## src/rtl/fsu_add_sched.sv

```systemverilog
// fsu_add_sched: shares one FSU unary adder among NREQ requesters in bursts.
// Each burst grants one requester, pulses the adder's accumulator clear,
// streams the winner's bits for L cycles, waits LAT cycles for the adder
// pipeline to empty, then offers the count of adder 1s on a valid/ready port.
//
// Result handshake: res_valid_o rises on entry to REPORT and holds res_id_o
// and res_cnt_o stable until the cycle where res_valid_o && res_ready_i is seen
// at a rising clk edge. That edge completes the transfer. res_valid_o never
// drops without acceptance.
//
// Build option: define FSU_SCHED_FIXPRI_EN for fixed priority (lowest set req
// index wins, pointer held at 0). Otherwise arbitration is round-robin.
// dbg_state_o exposes the FSM state for observation.
module fsu_add_sched #(
    parameter int NREQ = 4,
    parameter int IDIM = 3,
    parameter int LWID = 8,
    parameter int LAT  = 2
) (
    input  logic                    clk,
    input  logic                    rst_n,
    input  logic [NREQ-1:0]         req_i,
    input  logic [NREQ*IDIM-1:0]    req_bit_i,
    input  logic [LWID-1:0]         cfg_len_i,
    output logic [NREQ-1:0]         gnt_o,
    output logic                    busy_o,
    output logic                    add_clr_o,
    output logic [IDIM-1:0]         add_bit_o,
    input  logic                    add_obit_i,
    output logic                    res_valid_o,
    input  logic                    res_ready_i,
    output logic [$clog2(NREQ)-1:0] res_id_o,
    output logic [LWID:0]           res_cnt_o,
    output logic [2:0]              dbg_state_o
);

    localparam int IW  = $clog2(NREQ);
    localparam int IW1 = IW + 1;
    localparam int CW  = LWID + 1;
    localparam int DW  = $clog2(LAT + 1);
    localparam logic [CW-1:0] CNT_MAX = {1'b1, {LWID{1'b0}}};

    typedef enum logic [2:0] {
        S_IDLE   = 3'd0,
        S_CLEAR  = 3'd1,
        S_STREAM = 3'd2,
        S_DRAIN  = 3'd3,
        S_REPORT = 3'd4
    } state_t;

    state_t          state_q, state_d;
    logic [IW-1:0]   win_q, win_d;   // granted requester for the current burst
    logic [IW-1:0]   ptr_q, ptr_d;   // round-robin search start
    logic [CW-1:0]   len_q, len_d;   // STREAM cycles remaining
    logic [DW-1:0]   drn_q, drn_d;   // DRAIN cycles remaining
    logic [CW-1:0]   cnt_q, cnt_d;   // adder 1s seen in the burst window
    logic [LAT-1:0]  act_q, act_d;   // STREAM-active history; tap LAT-1 aligns with add_obit_i
    logic [IW-1:0]   pick;           // arbitration winner among current requests

`ifdef FSU_SCHED_FIXPRI_EN
    // Fixed priority: lowest-indexed active request wins.
    always_comb begin
        pick = '0;
        for (int i = NREQ - 1; i >= 0; i--) begin
            if (req_i[i]) pick = IW'(i);
        end
    end
`else
    logic            rr_found;
    logic [IW1-1:0]  rr_sum;
    logic [IW-1:0]   rr_idx;

    // Round-robin: first active request at or after the pointer, wrapping.
    always_comb begin
        pick     = '0;
        rr_found = 1'b0;
        rr_sum   = '0;
        rr_idx   = '0;
        for (int i = 0; i < NREQ; i++) begin
            rr_sum = {1'b0, ptr_q} + IW1'(i);
            if (rr_sum >= IW1'(NREQ)) rr_sum = rr_sum - IW1'(NREQ);
            rr_idx = rr_sum[IW-1:0];
            if (!rr_found && req_i[rr_idx]) begin
                pick     = rr_idx;
                rr_found = 1'b1;
            end
        end
    end
`endif

    // Next-state logic for the burst sequencer, count window and counter.
    always_comb begin
        state_d = state_q;
        win_d   = win_q;
        ptr_d   = ptr_q;
        len_d   = len_q;
        drn_d   = drn_q;
        cnt_d   = cnt_q;
        act_d   = '0;

        act_d[0] = (state_q == S_STREAM);
        for (int i = 1; i < LAT; i++) begin
            act_d[i] = act_q[i-1];
        end

        // Only adder output belonging to this burst's L input cycles is counted.
        if (act_q[LAT-1] && add_obit_i && (cnt_q != CNT_MAX)) begin
            cnt_d = cnt_q + CW'(1);
        end

        case (state_q)
            S_IDLE: begin
                if (|req_i) begin
                    win_d   = pick;
                    state_d = S_CLEAR;
                end
            end
            S_CLEAR: begin
                len_d   = (cfg_len_i == '0) ? CNT_MAX : {1'b0, cfg_len_i};
                cnt_d   = '0;
                state_d = S_STREAM;
            end
            S_STREAM: begin
                len_d = len_q - CW'(1);
                if (len_q == CW'(1)) begin
                    drn_d   = DW'(LAT);
                    state_d = S_DRAIN;
                end
            end
            S_DRAIN: begin
                drn_d = drn_q - DW'(1);
                if (drn_q == DW'(1)) state_d = S_REPORT;
            end
            S_REPORT: begin
                if (res_ready_i) begin
                    state_d = S_IDLE;
`ifdef FSU_SCHED_FIXPRI_EN
                    ptr_d = '0;
`else
                    ptr_d = (win_q == IW'(NREQ - 1)) ? '0 : win_q + IW'(1);
`endif
                end
            end
            default: state_d = S_IDLE;
        endcase
    end

    // State registers; reset aborts any burst immediately.
    always_ff @(posedge clk or negedge rst_n) begin
        if (!rst_n) begin
            state_q <= S_IDLE;
            win_q   <= '0;
            ptr_q   <= '0;
            len_q   <= '0;
            drn_q   <= '0;
            cnt_q   <= '0;
            act_q   <= '0;
        end else begin
            state_q <= state_d;
            win_q   <= win_d;
            ptr_q   <= ptr_d;
            len_q   <= len_d;
            drn_q   <= drn_d;
            cnt_q   <= cnt_d;
            act_q   <= act_d;
        end
    end

    // Grant and adder input mux, live only while streaming.
    always_comb begin
        gnt_o     = '0;
        add_bit_o = '0;
        if (state_q == S_STREAM) begin
            gnt_o[win_q] = 1'b1;
            add_bit_o    = req_bit_i[win_q*IDIM +: IDIM];
        end
    end

    assign busy_o      = (state_q != S_IDLE);
    assign add_clr_o   = (state_q == S_CLEAR);
    assign res_valid_o = (state_q == S_REPORT);
    assign res_id_o    = win_q;
    assign res_cnt_o   = cnt_q;
    assign dbg_state_o = state_q;

endmodule

```

## config.mk

```make
export PLATFORM = sky130hd
export DESIGN_NAME = fsu_add_sched
export DESIGN_NICKNAME = d
export VERILOG_FILES = /design/src/rtl/fsu_add_sched.sv
export SDC_FILE = /design/constraint.sdc
export NUM_CORES = 1
export LEC_CHECK = 0
export CORE_MARGIN = 2
export CORE_UTILIZATION = 40
export DETAILED_ROUTE_END_ITERATION = 12
export PLACE_DENSITY = 0.72
export SYNTH_ARGS = -nofsm -noshare
export SYNTH_HDL_FRONTEND = slang
export SYNTH_SLANG_ARGS = --single-unit
export TNS_END_PERCENT = 1
```

## constraint.sdc

```tcl
create_clock -name clk -period 1.57 [get_ports clk]
set_clock_uncertainty 0.05 [all_clocks]
set_input_delay 0.314 -clock clk [delete_from_list [all_inputs] [get_ports clk]]
set_output_delay 0.314 -clock clk [all_outputs]
set_load 0.02 [all_outputs]
```

[After elaboration in Yosys (flattened, before gate mapping)]
Cells that the tools add are included.
Cells by class
  order comparisons: 10
  multiply operators: 1
  shift operators: 1
  multiplexer cells: 35
  equality and inequality tests: 12
  reductions and logical operators: 20
  $add $sub $neg: 11
Operator list (count)
  9-bit two-way mux: 3
  2-bit two-way mux: 10
  9-bit case mux with 2 select lines: 1
  2-bit by 3-bit < comparator with 1-bit output, second input constant: 5
  3-bit two-way mux: 5
  3-bit case mux with 5 select lines: 1
  12-bit by 5-bit indexed part select with 3-bit output: 1
  2-bit by 1-bit subtractor with 2-bit output, second input constant: 5
  9-bit by 1-bit adder with 9-bit output, second input constant: 1
  9-bit by 1-bit == test with 1-bit output, second input constant: 1
  3-bit >= comparator, second input constant: 3
  9-bit inequality test, second input constant: 1
  9-bit by 1-bit subtractor with 9-bit output, second input constant: 1
  1-bit binary-select mux with 2-bit select: 4
  8-bit zero test: 1
  1-bit two-way mux: 8
  2-bit by 2-bit adder with 3-bit output, second input constant: 2
  3-bit by 2-bit == test with 1-bit output, second input constant: 2
  1-bit logical AND: 6
  2-bit AND reduction: 3
  2-bit nonzero test: 3
  2-bit by 2-bit multiplier with 4-bit output, second input constant: 1
  4-bit two-way mux: 1
  2-bit by 1-bit inequality test with 1-bit output, second input constant: 2
  16 further kinds: 19
Word-level totals
  output and inout bits: 24
  flip-flop bits (word level): 29
  logic and storage cells: 97
  input port bits: 28

[Logic depth before layout (Yosys ltp)]
Gate-level depths: netlist of run 1.
  word-level depth: 14
  depth in mapped cells: 6
  mapped depth without buffers: 6

[Worst setup path after synthesis of run 1]
No wires, ideal clock.
  path kind: reg2out
  start: register win_q[0] (netlist: res_id_o[0])
  end: output add_bit_o[0]
  arrival time: 1.510 ns
  path buffers: 1
  cell stages (with the launch flop): 4
  data required time: 1.206 ns
  path slack: -0.304 ns
  path through: dfrtp_1 clkbuf_1 mux4_2 and2_1
Between the ends
  word-level cells in the longest chain between the ends: 3
RTL lines
  from (decl): RTL line 52  | logic [IW-1:0] win_q, win_d;
  from (signal assigned): RTL line 160  | win_q <= win_d;
  2-bit by 2-bit multiplier with 4-bit output: RTL line 175  | add_bit_o = req_bit_i[win_q*IDIM +: IDIM];
  12-bit by 5-bit indexed part select with 3-bit output: RTL line 175
  3-bit two-way mux: RTL line 173  | if (state_q == S_STREAM) begin
  to (decl): RTL line 28  | output logic [IDIM-1:0] add_bit_o,
Every way passes these cells.

[Final worst setup path of run 1]
Ends and elaborated chain as after synthesis.

==> metrics.md, run 1 <==
| Metric | Value |
|---|---|
| Post-synth top area share | `40.25%` |
| Proportion of synthesized area in mux cells | `6.662%` |
| Placeable core region | `0.004354 mm2` |
| Worst setup margin | `-0.2905 ns` |
| DP HPWL | `3405 um` |
| CP Data Required Time | `1.21 ns` |
| Num CTS Buffers | `5` |
| Net count of the mapped netlist | `230` |
| Arrival time at the worst endpoint | `1.50 ns` |
| Fraction of layout instances using a drive strength above 1 | `32.85%` |
| Dominant cell type by area after synthesis | `sky130_fd_sc_hd__dfrtp_1` |
| Post-Syn Area | `0.001803 mm2` |
| Final Slew Violations | `0` |
| Final Non-Filler Cells | `329` |
| Number of vias per cell after detailed routing | `5.213` |
| Commonest cells after routing, fill and taps aside | `28 x sky130_fd_sc_hd__buf_4, 27 x sky130_fd_sc_hd__clkdlybuf4s50_1, 24 x sky130_fd_sc_hd__dfrtp_1, 22 x sky130_fd_sc_hd__nor2_1` |
| Number of buffer cells added on primary ports | `51` |
| CTS tree | `yes` |
| Violated checks | `negative setup slack` |
| Cells taking the most area after synthesis | `sky130_fd_sc_hd__dfrtp_1 40%, sky130_fd_sc_hd__ha_1 6.2%, sky130_fd_sc_hd__nor2_1 5.0%` |
| Final Hold Fails | `0` |
| Pin count of the biggest net entering global routing | `30` |
| Cells after Synth | `193` |
| Utilization after layout | `65.11%` |
| Deepest clock path buffer count | `2` |
| Total wire length after detailed routing | `4663 um` |
| Number of max-capacitance violations reported | `0` |
| Outcome | `complete, but fails checks` |
| Total power divided by cell area | `1726 mW/mm2` |
| Share of the yosys chip area belonging to registers | `40.25%` |
| Minimum clock period | `1.860 ns` |
| Worst-path fanout max | `4` |
| Post-layout instance area | `0.002835 mm2` |
| Global-route usage over all layers | `19.87%` |
| Unique masters post-synth | `49` |
| Post-synthesis share of cell area spent on and, or, nand and nor gates | `24.57%` |
| Global placement routability congestion | `0.8353` |
| RSZ-0062 raised after global routing | `yes` |
| Least-Margin Pin Slew | `0.2720 ns` |
| Fraction of the mapped netlist area in compound gates | `14.23%` |
| Mean routed wirelength per cell | `14.17 um` |
| Vias after detailed routing | `1715` |
| Overflow after GRT | `0` |
| Critical path endpoint category | `output pin` |
| Count of nets after finishing | `313` |
| Commonest non-fill, non-tap cell in the layout | `sky130_fd_sc_hd__buf_4` |
| DRC violation count after routing | `0` |
| Placed instance area | `0.002630 mm2` |
| Clock net sink count | `29` |
| EDFF count, synth | `0` |
| Minimum setup slack after placement | `-0.6763 ns` |
| Antenna violations before repair | `0` |
| Slew HR | `81.80%` |
| Root cell of the clock tree | `sky130_fd_sc_hd__clkbuf_8` |
| Site Rows | `24` |
| Combinational family with the most area after synthesis | `simple AND/OR/NAND/NOR gates` |
| Number of iterations in the first detailed-routing pass | `4` |
| Area share of xor/xnor cells in the synthesized design | `3.400%` |
| Detail Route Antenna Nets | `0` |
| Clock network latency to the later pin of the worst-skew pair | `0.29 ns` |
| Asr flop ratio synth | `100.0%` |
| Register bit count reported by yosys | `29` |
| Part of the cycle the worst path needs | `118.5%` |
| Number of diodes added for antenna fixing | `0` |
| DIE AREA | `0.005060 mm2` |
| Main synth FF type | `sky130_fd_sc_hd__dfrtp_1` |
| Number of H-tree levels | `2` |
| Chip Height | `71.14 um` |
| Worst-path clk slew | `0.07 ns` |
| Die width | `71.14 um` |
| Synthesized area per cell | `9.342 um2` |
| Number of top-level pins | `52` |
| Critical setup path kind | `reg -> out` |
| Drt first-iter violations | `79` |
| Synth warn | `0` |
| Hold Path Class | `reg -> reg` |
| Inst Count DP | `321` |
| Highest clock frequency the design can meet | `537.5 MHz` |
| Post-CTS setup-driven buffer insertion count | `0` |
| Synth-to-Final Area Change | `57.25%` |
| VDD IR-drop max | `909.7 uV` |
| Initial Util | `41.41%` |
| First-pass GRT wire length | `7914 um` |
| Setup Viol. Count Final | `18` |
| Pleak | `1.307 nW` |
| Vias in the first global route | `1776` |
| Adder-cell share of the synthesized area | `6.246%` |
| Kind of start point of the critical path | `flop` |
==> what timing repair did <==
| action | 4_1_cts | 5_1_grt |
|---|---|---|
| resized for setup | 88 | 14 |
| pin swaps | 6 | 1 |
| endpoints found under the setup margin | 35 | 27 |
| hold buffers | 0 | 0 |
==> state kept, by name (all words and copies together) (netlist names) <==
register,cells
res_id_o,2
ptr_q,2
res_cnt_o,9
len_q,9
dbg_state_o,3
act_q,2
drn_q,2
==> power breakdown <==
part	switching (mW)	internal [mW]	leakage [nW]
sequential	0.262	1.04	0.355
combinational	1.36	1.42	0.893
clock	0.294	0.517	0.0585
total	1.92	2.98	1.31
==> path summary, 6_finish.rpt <==
path	from	cells past startpoint	end	slack, ns
worst max-delay path	res_id_o[0]$_DFFE_PN0P_	3	add_bit_o[0]	-0.29
worst min-delay path	act_q[0]$_DFF_PN0_	0	act_q[1]$_DFF_PN0_	0.30
worst max register to register	dbg_state_o[2]$_DFFE_PN0P_	6	len_q[7]$_DFFE_PN0P_	-0.05
worst min register to register	act_q[0]$_DFF_PN0_	0	act_q[1]$_DFF_PN0_	0.30
max in group asynchronous	rst_n	2	res_id_o[0]$_DFFE_PN0P_	0.96
min in group asynchronous	rst_n	2	len_q[6]$_DFFE_PN0P_	0.33
==> per-layer routing <==
layer | global-route usage (%) | routed length (um) | part of all wire [%] | vias up
met1 | 23.55 | 1995 | 43 | 818
met4 | 6.918 | 74 | 1.6 | 0
met3 | 5.271 | 158 | 3.4 | 8
met5 | 0 | 0 | 0 | -
li1 | - | - | - | 857
met2 | 34.79 | 2435 | 52 | 32
==> cell usage after synthesis (2+ instances only) <==
master and number:
sky130_fd_sc_hd__mux4_2 3, sky130_fd_sc_hd__and3_1 4, sky130_fd_sc_hd__and2_1 7, sky130_fd_sc_hd__nor2b_1 4, sky130_fd_sc_hd__nand2_1 12, sky130_fd_sc_hd__a21oi_1 11
sky130_fd_sc_hd__xnor2_1 2, sky130_fd_sc_hd__nor3_1 4, sky130_fd_sc_hd__a311oi_1 2, sky130_fd_sc_hd__xor2_1 5, sky130_fd_sc_hd__dfrtp_1 29, sky130_fd_sc_hd__nor2_1 24
sky130_fd_sc_hd__nand4_1 3, sky130_fd_sc_hd__mux2i_1 3, sky130_fd_sc_hd__nand2b_1 4, sky130_fd_sc_hd__mux2_2 2, sky130_fd_sc_hd__nand3_1 4, sky130_fd_sc_hd__ha_1 9
sky130_fd_sc_hd__clkbuf_1 4, sky130_fd_sc_hd__o21ai_0 6, sky130_fd_sc_hd__buf_2 2, sky130_fd_sc_hd__o211ai_1 2, sky130_fd_sc_hd__nor4_1 3, sky130_fd_sc_hd__nand3b_1 2
sky130_fd_sc_hd__a211oi_1 3, sky130_fd_sc_hd__inv_1 12, sky130_fd_sc_hd__o22ai_1 4, sky130_fd_sc_hd__o21a_1 2
==> critical path: stages (launching register included) <==
cell	delay, ns
sky130_fd_sc_hd__dfrtp_2	0.42
sky130_fd_sc_hd__mux4_2	0.52
sky130_fd_sc_hd__and2_4	0.16
sky130_fd_sc_hd__buf_6	0.12
==> stage by stage <==
stage                     hold WS (ns)  TNS (ns)  total power, mW
final                           0.2994    -2.405            4.894
after global routing            0.3154    -3.589            5.248
after CTS                       0.3021    -2.564            4.826
after detailed placement        0.2865    -6.434            3.926
after global placement          0.2822    -6.012            3.850
after floorplan               -0.03159   -0.3141            2.870
==> logic make-up after synthesis <==
kind of cell	count (synthesis)
xor gates and xnor gates	7
DFF	29
and+or+nand+nor	82
AOI/OAI and AO/OA	39
adders and majority gates	9
muxes	8
buffers and inverters	19
==> area by class of cell <==
cell class                 count  area (um2)
fill                         352        1519
multi-input combinational    145        1116
timing repair buffer          83       755.7
sequential                    29       732.0
clock buffer                   7       86.33
tap                           52       65.06
inverter                      12       50.05
clock inverter                 1       30.03
Note: power is estimated with default switching activity, not from simulation.
==> inputs of run 2 (changes only) <==
Settings changed: CTS_BUF_LIST from default to sky130_fd_sc_hd__clkbuf_2 sky130_fd_sc_hd__clkbuf_4 sky130_fd_sc_hd__clkbuf_8, HOLD_SLACK_MARGIN from default to 0.08.
==> metrics.md, run 2 (synthesis gave the netlist of run 1 again) <==
| Metric | Value |
|---|---|
| Pin count of the biggest net entering global routing | `30 (unchanged)` |
| VDD IR-drop max | `908.0 uV (-0.19%)` |
| Outcome | `complete, but fails checks` |
| Fraction of layout instances using a drive strength above 1 | `33.21% (+0.36 points)` |
| CP Data Required Time | `1.21 ns (about the same)` |
| RSZ-0062 raised after global routing | `yes` |
| Violated checks | `negative setup slack` |
| Area occupied by registers | `732.0 um2 (unchanged)` |
| Critical setup path kind | `reg -> out` |
| Pleak | `1.310 nW (+0.26%)` |
| Minimum clock period | `1.862 ns (+0.001515 ns)` |
| Launching instance or port of the critical path | `res_id_o[0]$_DFFE_PN0P_` |
| Placeable core region | `0.004354 mm2 (unchanged)` |
| Num CTS Buffers | `5 (unchanged)` |
| Footprint of the multi-input gates | `0.001116 mm2 (unchanged)` |
| Total wire length after detailed routing | `4674 um (+0.24%)` |
| Number of vias per cell after detailed routing | `5.283 (+1.3%)` |
| Total power divided by cell area | `1732 mW/mm2 (+0.31%)` |
| Antenna violations before repair | `0 (unchanged)` |
| WP buf/inv | `1 (unchanged)` |
| Worst hold margin | `0.2997 ns (+0.0002960 ns)` |
| Detail Route Antenna Nets | `0 (unchanged)` |
| Reg2reg setup slack | `-0.06 ns (about the same)` |
| Critical path endpoint category | `output pin` |
| Standard cell with the maximum stage delay on the critical path | `sky130_fd_sc_hd__mux4_2` |
| Arrival time at the worst endpoint | `1.50 ns (about the same)` |
| Deepest clock path buffer count | `2 (unchanged)` |
| Global-route usage over all layers | `19.90% (+0.030 points)` |
| Synth-to-Final Area Change | `57.46%` |
| Root cell of the clock tree | `sky130_fd_sc_hd__clkbuf_8` |
| Final Slew Violations | `0 (unchanged)` |
| Worst setup margin | `-0.2920 ns (-0.001515 ns)` |
| Number of diodes added for antenna fixing | `0 (unchanged)` |
| Largest stage delay on the critical path | `0.52 ns (about the same)` |
| Chip Height | `71.14 um (unchanged)` |
| Highest clock frequency the design can meet | `537.1 MHz (about the same)` |
| Clock net sink count | `29 (unchanged)` |
| Depth of the most critical reg-to-reg path | `6 (unchanged)` |
| Mean routed wirelength per cell | `14.21 um (+0.24%)` |
| Setup Viol. Count Final | `18 (unchanged)` |
| Least-Margin Pin Slew | `0.2737 ns (+0.001668 ns)` |
| Vias in the first global route | `1773 (-0.17%)` |
| Commonest cells after routing, fill and taps aside | `28 x sky130_fd_sc_hd__buf_4, 27 x sky130_fd_sc_hd__clkdlybuf4s50_1, 24 x sky130_fd_sc_hd__dfrtp_1, 22 x sky130_fd_sc_hd__nor2_1` |
| Inst Count DP | `321 (unchanged)` |
| Beginning of the worst register-to-register path | `dbg_state_o[2]$_DFFE_PN0P_` |
| Hold buffer count at CTS | `0 (unchanged)` |
| Fill cell total of the finished layout | `352 (unchanged)` |
| Kind of start point of the critical path | `flop` |
| DRC violation count after routing | `0 (unchanged)` |
| DIE AREA | `0.005060 mm2 (unchanged)` |
| Number of buffer cells added on primary ports | `51 (unchanged)` |
| First-pass GRT wire length | `7928 um (+0.18%)` |
| Count of nets after finishing | `313 (unchanged)` |
| Initial Util | `41.41% (unchanged)` |
| Global placement routability congestion | `0.8353 (unchanged)` |
| Die width | `71.14 um (unchanged)` |
| CTS tree | `yes` |
| Series of cell instances along the critical path | `mux4_2, and2_4, buf_6` |
| Number of max-capacitance violations reported | `0 (unchanged)` |
| Number of H-tree levels | `2 (unchanged)` |
| Part of the cycle the worst path needs | `118.6% (about the same)` |
| Hold Path Class | `reg -> reg` |
| Clock network latency to the later pin of the worst-skew pair | `0.29 ns (about the same)` |
| Worst-path clk slew | `0.07 ns (about the same)` |
| Site Rows | `24 (unchanged)` |
| Final Non-Filler Cells | `329 (unchanged)` |
| Drt first-iter violations | `65 (-18%)` |
| Worst-path fanout max | `4 (unchanged)` |
| Minimum setup slack after placement | `-0.6763 ns (unchanged)` |
| Critical path capture point | `add_bit_o[0]` |
| Overflow after GRT | `0 (unchanged)` |
| Number of iterations in the first detailed-routing pass | `4 (unchanged)` |
| DP HPWL | `3405 um (unchanged)` |
| Crit path max-delay family | `multiplexers` |
| Number of top-level pins | `52 (unchanged)` |
| Placed instance area | `0.002630 mm2 (unchanged)` |
| Slew HR | `81.69% (-0.11 points)` |
| Vias after detailed routing | `1738 (+1.3%)` |
| Reg-to-reg critical path endpoint | `len_q[5]$_DFFE_PN0P_` |
| Final Hold Fails | `0 (unchanged)` |
| Commonest non-fill, non-tap cell in the layout | `sky130_fd_sc_hd__buf_4` |
| Critical path depth in cells | `3 (unchanged)` |
| Post-layout instance area | `0.002839 mm2 (+0.13%)` |
| Utilization after layout | `65.20% (+0.086 points)` |
-- run 2: cell counts in the layout (fill, tap and decap cells not counted) --
No cell type changed its count.
-- run 2: worst min path at each step --
stage | from | endpoint | slack [ns] | cells after the start
5_1_grt | act_q[0]$_DFF_PN0_ | act_q[1]$_DFF_PN0_ | 0.32 | 0
6_report | act_q[0]$_DFF_PN0_ | act_q[1]$_DFF_PN0_ | 0.30 | 0
3_3_place_gp | act_q[0]$_DFF_PN0_ | act_q[1]$_DFF_PN0_ | 0.28 | 0
2_1_floorplan | rst_n | act_q[0]$_DFF_PN0_ | -0.03 | 0
3_5_place_dp | act_q[0]$_DFF_PN0_ | act_q[1]$_DFF_PN0_ | 0.29 | 0
4_1_cts | act_q[0]$_DFF_PN0_ | act_q[1]$_DFF_PN0_ | 0.30 | 0
-- run 2: area by class of cell --
type                    instances  share of cell area [%]
repair buffers                 83                   26.62
inverters                      12                   1.763
multi-input cells             145                   39.31
flip-flops and latches         29                   25.78
clock buffers                   7                   3.173
well taps                      52                   2.292
clock inverters                 1                   1.058
-- run 2: per-layer routing --
layer	vias to the layer above	routed length (um)	global-route usage (%)
met4	0	74	6.918
met3	8	168	5.271
met2	37	2477	34.68
met1	833	1953	23.73
li1	860	-	-
met5	-	0	0
-- run 2: what timing repair did --
action | CTS | global route
endpoints found under the setup margin | 35 | 27
pin swaps | 6 | 1
cloned | 0 | 0
setup buffers | 0 | 0
resized for setup | 88 | 14
-- run 2: per-stage QoR --
| stage | TNS [ns] | power [mW] |
|---|---|---|
| global placement | -6.012 | 3.850 |
| floorplan | -0.3141 | 2.870 |
| global route | -3.594 | 5.267 |
| finish | -2.406 | 4.916 |
| detailed placement | -6.434 | 3.926 |
| CTS | -2.564 | 4.844 |
-- run 2: power breakdown --
part	switching (mW)	total (mW)	leakage, nW	internal, mW
sequential	0.262	1.30	0.355	1.04
clock	0.297	0.831	0.0619	0.534
combinational	1.36	2.78	0.893	1.42
total	1.92	4.92	1.31	2.99
-- run 2: worst register-to-register path, delay by kind of cell, from the launching register on --
family | cells | cell delay [ns]
buf+inv | 2 | 0.25
flops | 1 | 0.40
compound gates | 2 | 0.29
simple gates | 2 | 0.52
==> inputs of run 3 (changes only) <==
Settings changed: CELL_PAD_IN_SITES_DETAIL_PLACEMENT from default to 1, CELL_PAD_IN_SITES_GLOBAL_PLACEMENT from default to 1, CORE_UTILIZATION 40 to 33, CTS_CLUSTER_SIZE from default to 30, PLACE_DENSITY 0.72 to default, PLACE_DENSITY_LB_ADDON from default to 0.1.
==> metrics.md, run 3 (synthesis gave the netlist of run 1 again) <==
| Metric | Value |
|---|---|
| Outcome | `complete, but fails checks` |
| Violated checks | `negative setup slack` |
| Number of buffer cells added on primary ports | `51 (unchanged)` |
| Vias after detailed routing | `1758 (+1.2%)` |
| Critical path endpoint category | `output pin` |
| Combinational share of power | `56.6% (about the same)` |
| Hold Path Class | `reg -> reg` |
| Global-route met3 utilization | `4.186% (-1.1 points)` |
| Number of diodes added for antenna fixing | `0 (unchanged)` |
| Highest clock frequency the design can meet | `539.1 MHz (+0.39%)` |
| Fraction of layout instances using a drive strength above 1 | `33.21% (unchanged)` |
| Critical setup path kind | `reg -> out` |
| Arrival time at the worst endpoint | `1.49 ns (about the same)` |
| Antenna violations before repair | `0 (unchanged)` |
| Commonest cells after routing, fill and taps aside | `30 x sky130_fd_sc_hd__buf_4, 27 x sky130_fd_sc_hd__clkdlybuf4s50_1, 23 x sky130_fd_sc_hd__dfrtp_1, 22 x sky130_fd_sc_hd__nor2_1, 12 x sky130_fd_sc_hd__nand2_1` |
| Worst-path clk slew | `0.07 ns (about the same)` |
| CTS tree | `yes` |
| VDD IR-drop max | `722.3 uV (-20%)` |
| Setup Viol. Count Final | `19 (+1)` |
| DIE AREA | `0.006071 mm2 (+20%)` |
| Pin count of the biggest net entering global routing | `30 (unchanged)` |
| Part of the cycle the worst path needs | `118.1% (-0.46 points)` |
| Mean routed wirelength per cell | `14.76 um (+3.9%)` |
| Fraction of power consumed by the clock network | `16.9% (about the same)` |
| Final Slew Violations | `0 (unchanged)` |
| Num CTS Buffers | `5 (unchanged)` |
| Proportion of power drawn by flip-flops and latches | `26.6% (about the same)` |
| Hold Crit Endpoint | `act_q[1]$_DFF_PN0_` |
| Final Hold Fails | `0 (unchanged)` |
| Total wire length after detailed routing | `5123 um (+9.6%)` |
| Grt peak-use layer | `met2` |
| Overflow after GRT | `0 (unchanged)` |
| Kind of start point of the critical path | `flop` |
| Number of vias per cell after detailed routing | `5.066 (-4.1%)` |
| Met2 capacity usage during global routing | `31.81% (-2.9 points)` |
| Source of the worst hold timing path | `act_q[0]$_DFF_PN0_` |
| RSZ-0062 raised after global routing | `yes` |
| Total power divided by cell area | `1720 mW/mm2 (-0.65%)` |
| Reg-to-reg critical path endpoint | `drn_q[1]$_DFFE_PN0P_` |
| Synth-to-Final Area Change | `58.92%` |
| Number of top-level pins | `52 (unchanged)` |
| Detail Route Antenna Nets | `0 (unchanged)` |
| Met1 Resource Use GR | `23.35% (-0.37 points)` |
| Number of iterations in the first detailed-routing pass | `2 (-2)` |
| Power dissipated by switching net loads | `1.952 mW (+1.5%)` |
| Site Rows | `26 (+8.3%)` |
| Depth of the most critical reg-to-reg path | `4 (-2)` |
| Reg2reg setup slack | `-0.08 ns (-0.02 ns)` |
| CP Data Required Time | `1.21 ns (about the same)` |
| DRC violation count after routing | `0 (unchanged)` |
| Initial Util | `34.64% (-6.8 points)` |
| Number of max-capacitance violations reported | `0 (unchanged)` |
| Global placement routability congestion | `0.7961 (-4.7%)` |
| Commonest non-fill, non-tap cell in the layout | `sky130_fd_sc_hd__buf_4` |
| Die width | `77.92 um (+9.5%)` |
| Internal Power | `2.977 mW (-0.53%)` |
| First-pass GRT wire length | `8942 um (+13%)` |
| Fin Setup TNS | `-2.594 ns (-0.1883 ns)` |
| Deepest clock path buffer count | `2 (unchanged)` |
| Count of nets after finishing | `313 (unchanged)` |
| Final Non-Filler Cells | `347 (+5.5%)` |
| Hold Path Depth | `0 (unchanged)` |
| Clock network latency to the later pin of the worst-skew pair | `0.29 ns (about the same)` |
| Fill cell total of the finished layout | `616 (+75%)` |
| Number of H-tree levels | `2 (unchanged)` |
| Switching Share | `39.60% (+0.49 points)` |
| Slew HR | `79.63% (-2.1 points)` |
| Beginning of the worst register-to-register path | `len_q[7]$_DFFE_PN0P_` |
| Global-route usage over all layers | `18.69% (-1.2 points)` |
| Chip Height | `77.92 um (+9.5%)` |
| Worst setup margin | `-0.2848 ns (+0.007165 ns)` |
| Inst Count DP | `339 (+5.6%)` |
| Placeable core region | `0.005205 mm2 (+20%)` |
| Drt first-iter violations | `31 (-52%)` |
| DP HPWL | `3901 um (+15%)` |
| Vias in the first global route | `1851 (+4.4%)` |
| Minimum clock period | `1.855 ns (-0.007165 ns)` |
| Pleak | `1.290 nW (-1.6%)` |
| Least-Margin Pin Slew | `0.3044 ns (+0.03069 ns)` |
| Clock net sink count | `29 (unchanged)` |
| Worst-path fanout max | `4 (unchanged)` |
| Minimum setup slack after placement | `-0.6599 ns (+0.01636 ns)` |
| Launching instance or port of the critical path | `res_id_o[0]$_DFFE_PN0P_` |
| Root cell of the clock tree | `sky130_fd_sc_hd__clkbuf_8` |
run 3: cell types whose count changed in the layout (fill, tap and decap cells not counted), moves of 2 or more:
| cell | change |
|---|---|
| sky130_fd_sc_hd__buf_4 | +2 |
| sky130_fd_sc_hd__dlygate4sd2_1 | -2 |
| sky130_fd_sc_hd__buf_6 | -2 |
| sky130_fd_sc_hd__clkdlybuf4s15_1 | +2 |
run 3: cell type report:
class	instances	area, um2	share of cell area (%)
Clock buffer	6	82.58	2.882
Clock inverter	2	37.54	1.310
Inverter	12	50.05	1.747
Multi-Input combinational cell	145	1117	39.00
Sequential cell	29	733.2	25.59
Tap cell	70	87.58	3.057
Timing Repair Buffer	83	757.0	26.42
run 3: worst max-delay path, cell delays in order, from the launching register on:
cell and delay, ns:
sky130_fd_sc_hd__dfrtp_2 0.41, sky130_fd_sc_hd__mux4_2 0.51, sky130_fd_sc_hd__and2_4 0.16, sky130_fd_sc_hd__buf_6 0.12
run 3: repair_timing:
item,CTS,global route
endpoints found under the setup margin,37,28
pin swaps,6,1
setup buffers,0,0
hold buffers,0,0
resized for setup,90,14
run 3: worst max-delay path by stage:
| stage | to | slack [ns] |
|---|---|---|
| detailed placement | add_bit_o[1] | -0.66 |
| global placement | add_bit_o[0] | -0.63 |
| global route | add_bit_o[1] | -0.34 |
| finish | add_bit_o[1] | -0.28 |
| floorplan | add_bit_o[0] | -0.04 |
| CTS | add_bit_o[1] | -0.31 |
run 3: stage by stage:
step	utilization, %	area (um2)	hold WS (ns)	total power, mW
after floorplan	-	1858	-0.03159	2.870
after global placement	50.96	2653	0.2841	3.894
after detailed placement	50.96	2653	0.2966	3.951
after CTS	54.11	2816	0.3204	4.908
after global routing	55.05	2865	0.3363	5.351
final	55.05	2865	0.3167	4.930
run 3: metal layers:
| layer | vias to the layer above | routed length, um |
|---|---|---|
| met5 | - | 0 |
| met4 | 0 | 75 |
| met3 | 6 | 155 |
| met2 | 27 | 2587 |
| met1 | 867 | 2304 |
| li1 | 858 | - |
run 3: power by group through the flow:
stage	Clock, mW	Combinational [mW]	Sequential [mW]
floorplan	0	1.47	1.40
global route	0.889	3.10	1.36
finish	0.832	2.79	1.31
global placement	0	2.60	1.30
CTS	0.862	2.75	1.30
detailed placement	0	2.65	1.31
